## config.mk

```make
export PLATFORM = sky130hd
export DESIGN_NAME = serial_adder_flat
export DESIGN_NICKNAME = d
export VERILOG_FILES = /design/src/rtl/serial_adder_if.sv /design/src/rtl/serial_adder.sv /design/src/flat_wrapper.sv
export SDC_FILE = /design/constraint.sdc
export NUM_CORES = 1
export LEC_CHECK = 0
export ABC_CLOCK_PERIOD_IN_PS = 1300
export CAP_MARGIN = 40
export CORE_UTILIZATION = 50
export CTS_BUF_LIST = sky130_fd_sc_hd__clkbuf_4 sky130_fd_sc_hd__clkbuf_8
export DETAILED_ROUTE_END_ITERATION = 8
export PLACE_DENSITY_LB_ADDON = 0.3
export SLEW_MARGIN = 20
export SYNTH_ARGS = -nofsm -noshare
export SYNTH_HDL_FRONTEND = slang
export SYNTH_SLANG_ARGS = --single-unit
export TNS_END_PERCENT = 50
```

## constraint.sdc

```tcl
create_clock -name clk -period 1.3 [get_ports clk]
set_clock_uncertainty 0.05 [all_clocks]
set_input_delay 0.195 -clock clk [delete_from_list [all_inputs] [get_ports clk]]
set_output_delay 0.195 -clock clk [all_outputs]
set_load 0.005 [all_outputs]
```

## src/rtl/serial_adder_if.sv

```systemverilog
// Handshake and result bundle for serial_adder; the optional ovf wire
// exists only when SERIAL_ADD_OVF_EN is defined.
interface serial_adder_if #(
    parameter int WIDTH = 8
);
    logic             start;
    logic [WIDTH-1:0] a;
    logic [WIDTH-1:0] b;
    logic             cin;
    logic             busy;
    logic             done;
    logic [WIDTH-1:0] sum;
    logic             cout;
`ifdef SERIAL_ADD_OVF_EN
    logic             ovf;

    modport master (
        output start, a, b, cin,
        input  busy, done, sum, cout, ovf
    );

    modport slave (
        input  start, a, b, cin,
        output busy, done, sum, cout, ovf
    );
`else
    modport master (
        output start, a, b, cin,
        input  busy, done, sum, cout
    );

    modport slave (
        input  start, a, b, cin,
        output busy, done, sum, cout
    );
`endif
endinterface

```

## src/rtl/serial_adder.sv

```systemverilog
// Purpose: digit-serial adder, a + b + cin over WIDTH bits, DIGIT bits per clock (ovf via SERIAL_ADD_OVF_EN).
// Latency: NSTEPS+1 edges from accepted start to the done pulse; back-to-back starts accepted in DONE.
// Backpressure: start is accepted only in IDLE/DONE; a start during RUN is dropped, not queued.
module serial_adder #(
    parameter int WIDTH = 8,
    parameter int DIGIT = 1
) (
    input  logic           clk,
    input  logic           rst,
    serial_adder_if.slave  io
);

    localparam int NSTEPS = WIDTH / DIGIT;
    localparam int CW     = (NSTEPS > 1) ? $clog2(NSTEPS) : 1;

    if (DIGIT < 1) begin : g_bad_digit
        $error("serial_adder: DIGIT must be at least 1");
    end else if (DIGIT > WIDTH) begin : g_bad_range
        $error("serial_adder: DIGIT must not exceed WIDTH");
    end else if ((WIDTH % DIGIT) != 0) begin : g_bad_mult
        $error("serial_adder: WIDTH must be a multiple of DIGIT");
    end

    typedef enum logic [1:0] {
        IDLE = 2'd0,
        RUN  = 2'd1,
        DONE = 2'd2
    } state_t;

    state_t           state_q;
    state_t           state_d;

    logic [WIDTH-1:0] a_sr;
    logic [WIDTH-1:0] b_sr;
    logic [WIDTH-1:0] res_sr;
    logic             carry_q;
    logic [CW-1:0]    cnt_q;

    logic [WIDTH-1:0] sum_q;
    logic             cout_q;

    logic [DIGIT:0]   digit;
    logic [WIDTH-1:0] res_nxt;
    logic             accept;
    logic             last_step;

    assign accept    = io.start && ((state_q == IDLE) || (state_q == DONE));
    assign last_step = (state_q == RUN) && (cnt_q == CW'(NSTEPS - 1));

    // One digit slice; completed digits enter the result from the top so the
    // least significant digit lands at bit 0 after NSTEPS shifts.
    always_comb begin
        digit   = {1'b0, a_sr[DIGIT-1:0]} + {1'b0, b_sr[DIGIT-1:0]}
                + (DIGIT+1)'(carry_q);
        res_nxt = res_sr >> DIGIT;
        res_nxt[WIDTH-1 -: DIGIT] = digit[DIGIT-1:0];
    end

    always_ff @(posedge clk or posedge rst) begin
        if (rst) begin
            state_q <= IDLE;
        end else begin
            state_q <= state_d;
        end
    end

    always_comb begin
        state_d = state_q;
        case (state_q)
            IDLE: begin
                if (io.start) begin
                    state_d = RUN;
                end
            end
            RUN: begin
                if (last_step) begin
                    state_d = DONE;
                end
            end
            DONE: begin
                state_d = io.start ? RUN : IDLE;
            end
            default: begin
                state_d = IDLE;
            end
        endcase
    end

    always_comb begin
        io.busy = (state_q == RUN);
        io.done = (state_q == DONE);
        io.sum  = sum_q;
        io.cout = cout_q;
    end

    always_ff @(posedge clk or posedge rst) begin
        if (rst) begin
            a_sr    <= '0;
            b_sr    <= '0;
            res_sr  <= '0;
            carry_q <= 1'b0;
            cnt_q   <= '0;
        end else if (accept) begin
            a_sr    <= io.a;
            b_sr    <= io.b;
            res_sr  <= '0;
            carry_q <= io.cin;
            cnt_q   <= '0;
        end else if (state_q == RUN) begin
            a_sr    <= a_sr >> DIGIT;
            b_sr    <= b_sr >> DIGIT;
            res_sr  <= res_nxt;
            carry_q <= digit[DIGIT];
            cnt_q   <= cnt_q + CW'(1);
        end
    end

    // Visible results move only on the RUN->DONE edge and otherwise hold.
    always_ff @(posedge clk or posedge rst) begin
        if (rst) begin
            sum_q  <= '0;
            cout_q <= 1'b0;
        end else if (last_step) begin
            sum_q  <= res_nxt;
            cout_q <= digit[DIGIT];
        end
    end

`ifdef SERIAL_ADD_OVF_EN
    logic ovf_q;
    logic msb_cin;

    // Carry into the MSB recovered from the top bit of the final slice.
    assign msb_cin = a_sr[DIGIT-1] ^ b_sr[DIGIT-1] ^ digit[DIGIT-1];
    assign io.ovf  = ovf_q;

    always_ff @(posedge clk or posedge rst) begin
        if (rst) begin
            ovf_q <= 1'b0;
        end else if (last_step) begin
            ovf_q <= msb_cin ^ digit[DIGIT];
        end
    end
`endif

endmodule

```

## src/flat_wrapper.sv

```systemverilog
// flat-port wrapper written by rule: the top's interface ports become plain ports
module serial_adder_flat 
#(
    parameter int WIDTH = 8,
    parameter int DIGIT = 1
)
  (clk, rst, io_start, io_a, io_b, io_cin, io_busy, io_done, io_sum, io_cout);
  serial_adder_if #(.WIDTH(WIDTH)) io_i ();
  input  logic clk;
  input  logic rst;
  input wire logic [$bits(io_i.start)-1:0] io_start;
  input wire logic [$bits(io_i.a)-1:0] io_a;
  input wire logic [$bits(io_i.b)-1:0] io_b;
  input wire logic [$bits(io_i.cin)-1:0] io_cin;
  output wire logic [$bits(io_i.busy)-1:0] io_busy;
  output wire logic [$bits(io_i.done)-1:0] io_done;
  output wire logic [$bits(io_i.sum)-1:0] io_sum;
  output wire logic [$bits(io_i.cout)-1:0] io_cout;
  assign io_i.start = io_start;
  assign io_i.a = io_a;
  assign io_i.b = io_b;
  assign io_i.cin = io_cin;
  assign io_busy = io_i.busy;
  assign io_done = io_i.done;
  assign io_sum = io_i.sum;
  assign io_cout = io_i.cout;
  serial_adder #(.WIDTH(WIDTH), .DIGIT(DIGIT)) u_core (.clk(clk), .rst(rst), .io(io_i));
endmodule
```

==> metrics.txt <==
Die ar.=4220 um^2; Synth async-reset ratio=100.0%; CP max-delay cell=dfrtp_2; P per Cell Area=2093 nW/um^2; synth warn=0; top-count cell post-synth=dfrtp_1; PortBufs=30; Synth cell types=27; antenna-violating nets left=0; setup slack, reg-to-reg=-0.14 ns; Worst Tran Pin Value=0.2719 ns; RSZ-0062 raised after global routing=true; Post-Route Setup TNS=-2.651 ns; r2r endpoint=u_core.io.cout$_DFFE_PP0P_; final setup fails=28; final hold violations=0; CTS root buf=clkbuf_8; gr usage total=20.80%; top cells by area, synth=dfrtp_1, mux2i_1, mux2_4, a211oi_1, mux2_1; top cells by count, synth=dfrtp_1, mux2i_1, nor2b_1, a211oi_1, a21oi_1; CP dominant cell by count=buf_6; # DRC=0; Critical Path Start Type=flop; Layout Nets=246; critical path class=reg2reg; number of DRC markers in iteration 0=51; Total Wirelength=4346 um; antenna violations before repair=0; fillers=266; sequential share of power=36.9%; Worst path max stage delay=0.41 ns; Max-Cap Viols=0; Logic pwr share=49.0%; Avg Cell Area, Syn=11.52 um^2; Synth Register Bits=38; crit-path cells=buf_6, nor2b_4, buf_6, buf_8, nand2_8, mux2_4; CTS HTree Levels=2; global-route wire length before repair=6624 um; std cell rows=22; worst vdd ir=1100 uV; Yosys top cell area share=47.98%; Clock transition at path regs=0.07 ns; DR WL/cell=16.04 um; switching power share of the total=34.04%; CTS tree=done; I/O pin total=31; Clock power frac=14.1%; pre-CTS WS=-0.2048 ns; vias in the first global route=1400; Post-synth EDFFs=0; CP required=1.42 ns; syn_nets=195; fmax=695.6 MHz; largest net degree at the start of global routing=39; Slew HR=81.88%; final RePlAce weighted congestion=0.7306; area growth from synthesis to layout=37.31%; Setup WS post-layout=-0.1376 ns; DP Wirelength=2462 um; WP data arrival=1.56 ns; Power Internal=3.757 mW; Die X=64.96 um; antenna cells=0; Avg Vias per Cell=5.439; Synth Cell Area=1982 um^2; failing checks=setup timing; Largest delay share family, worst path=flip-flops; critical path fanouts, max=5; Synth area leader=dfrtp_1; Slew Limit Fails=0; sw power=1.939 mW; DRT Pass-1 Iters=4; Gate Count Post-Synth=172; path type of the worst min-delay path=in2async; Die H=64.96 um; via count=1474; Core Region=3744 um^2; CTS Sinks=38; cells on worst reg2reg path=6; worst skew pair latency=0.28 ns; initial core utilization=52.94%; static leakage=1.209 nW; Clock Tree Buf Depth=2; Period Utilization, post-route=110.6%; top_reg_cell synth=dfrtp_1; Congestion Overflow GR=0; layout cells sized above 1=31.39%; CP Depth=6; Tmin final=1.438 ns; status=finished with violations; register area share after synthesis=47.98%; CTS buffer count=5; CP endpoint kind=flop; CP Buf/Inv Count=3; worst r2r src=u_core.state_q[1]$_DFFE_PP0P_
## worst reg2reg max path, cell delays in order (launching register included)
cell and delay (ns):
dfrtp_2 0.41, buf_6 0.13, nor2b_4 0.12, buf_6 0.11, buf_8 0.12, nand2_8 0.07, mux2_4 0.31
## timing repair
| action | in CTS | in global routing |
|---|---|---|
| cloned | 1 | 1 |
| resized for setup | 22 | 27 |
| setup buffers | 9 | 2 |
| endpoints found under the setup margin | 35 | 33 |
| hold buffers | 0 | 0 |
| pin swaps | 2 | 8 |
## power by group through the flow
stage	clock network (mW)	logic [mW]	registers (mW)
global placement	0	2.18	2.07
global route	0.889	3.06	2.16
detailed placement	0	2.27	2.11
floorplan	0	1.60	2.01
finish	0.804	2.79	2.10
CTS	0.826	2.44	2.08
## per-layer routing
layer  GRT usage [%]  wire length [um]  vias up
li1                -                 -      709
met5               0                 0        -
met3           5.282               152        7
met4           5.833                52        0
met1           27.17              1861      727
met2           33.98              2279       31
## how the worst max path moves through the flow
stage	start	end	slack, ns
6_report	u_core.state_q[1]$_DFFE_PP0P_	u_core.io.cout$_DFFE_PP0P_	-0.14
5_1_grt	u_core.state_q[1]$_DFFE_PP0P_	u_core.res_sr[2]$_DFFE_PP0P_	-0.18
4_1_cts	u_core.state_q[1]$_DFFE_PP0P_	u_core.cnt_q[2]$_DFFE_PP0P_	-0.14
3_5_place_dp	io_start	u_core.a_sr[3]$_DFFE_PP0P_	-0.20
3_3_place_gp	io_start	u_core.a_sr[3]$_DFFE_PP0P_	-0.16
2_1_floorplan	u_core.cnt_q[0]$_DFFE_PP0P_	u_core.cnt_q[2]$_DFFE_PP0P_	-0.06
## area by class of cell
| type | instances | area, um^2 | share of cell area (%) |
|---|---|---|---|
| timing repair buffer | 57 | 579.3 | 21.29 |
| inverter | 3 | 11.26 | 0.4138 |
| tap | 48 | 60.06 | 2.207 |
| sequential | 38 | 952.2 | 34.99 |
| clock buffer | 7 | 83.83 | 3.080 |
| multi-input combinational | 118 | 1035 | 38.02 |
## kinds of logic after synthesis
group	after synthesis	share of synthesized area, %
buffers and inverters	17	5.239
adder cells (fa/ha/maj)	3	2.273
AO/OA/AOI/OAI	42	13.32
AND/OR/NAND/NOR	39	11.81
multiplexers	32	18.94
XOR/XNOR	1	0.4420
flip-flops	38	47.98
## through the flow
step	total power [mW]	std cells	utilization (%)	instance area [um^2]	hold slack, ns
finish	5.696	271	72.69	2721	0.2083
global route	6.111	271	72.69	2721	0.2269
CTS	5.342	268	69.05	2585	0.2142
detailed placement	4.378	251	64.27	2406	0.4456
global placement	4.251	251	64.27	2406	0.4341
floorplan	3.613	172	-	2001	0.2911
## registers in the layout, summed over array words and instances, names as in the netlist
| signal | flops |
|---|---|
| u_core.res_sr | 7 |
| u_core.carry_q | 1 |
| u_core.io.sum | 8 |
| u_core.cnt_q | 3 |
| u_core.a_sr | 8 |
| u_core.state_q | 2 |
| u_core.io.cout | 1 |
| u_core.b_sr | 8 |
## placed cells by master (no fill, tap or decap), types with 3 or more instances in the layout
cell type / n
nand2_1: 5
clkbuf_8: 5
dlygate4sd2_1: 9
mux2i_1: 15
mux2_4: 16
o21ai_1: 7
o21ai_2: 3
nand2_2: 4
dfrtp_1: 37
a22o_1: 3
a21oi_1: 13
a211oi_1: 13
buf_4: 15
nor2b_1: 13
buf_12: 4
clkdlybuf4s50_1: 19
buf_6: 6
nand2b_1: 8
nor2_1: 3
Note: power is estimated with default switching activity, not from simulation.
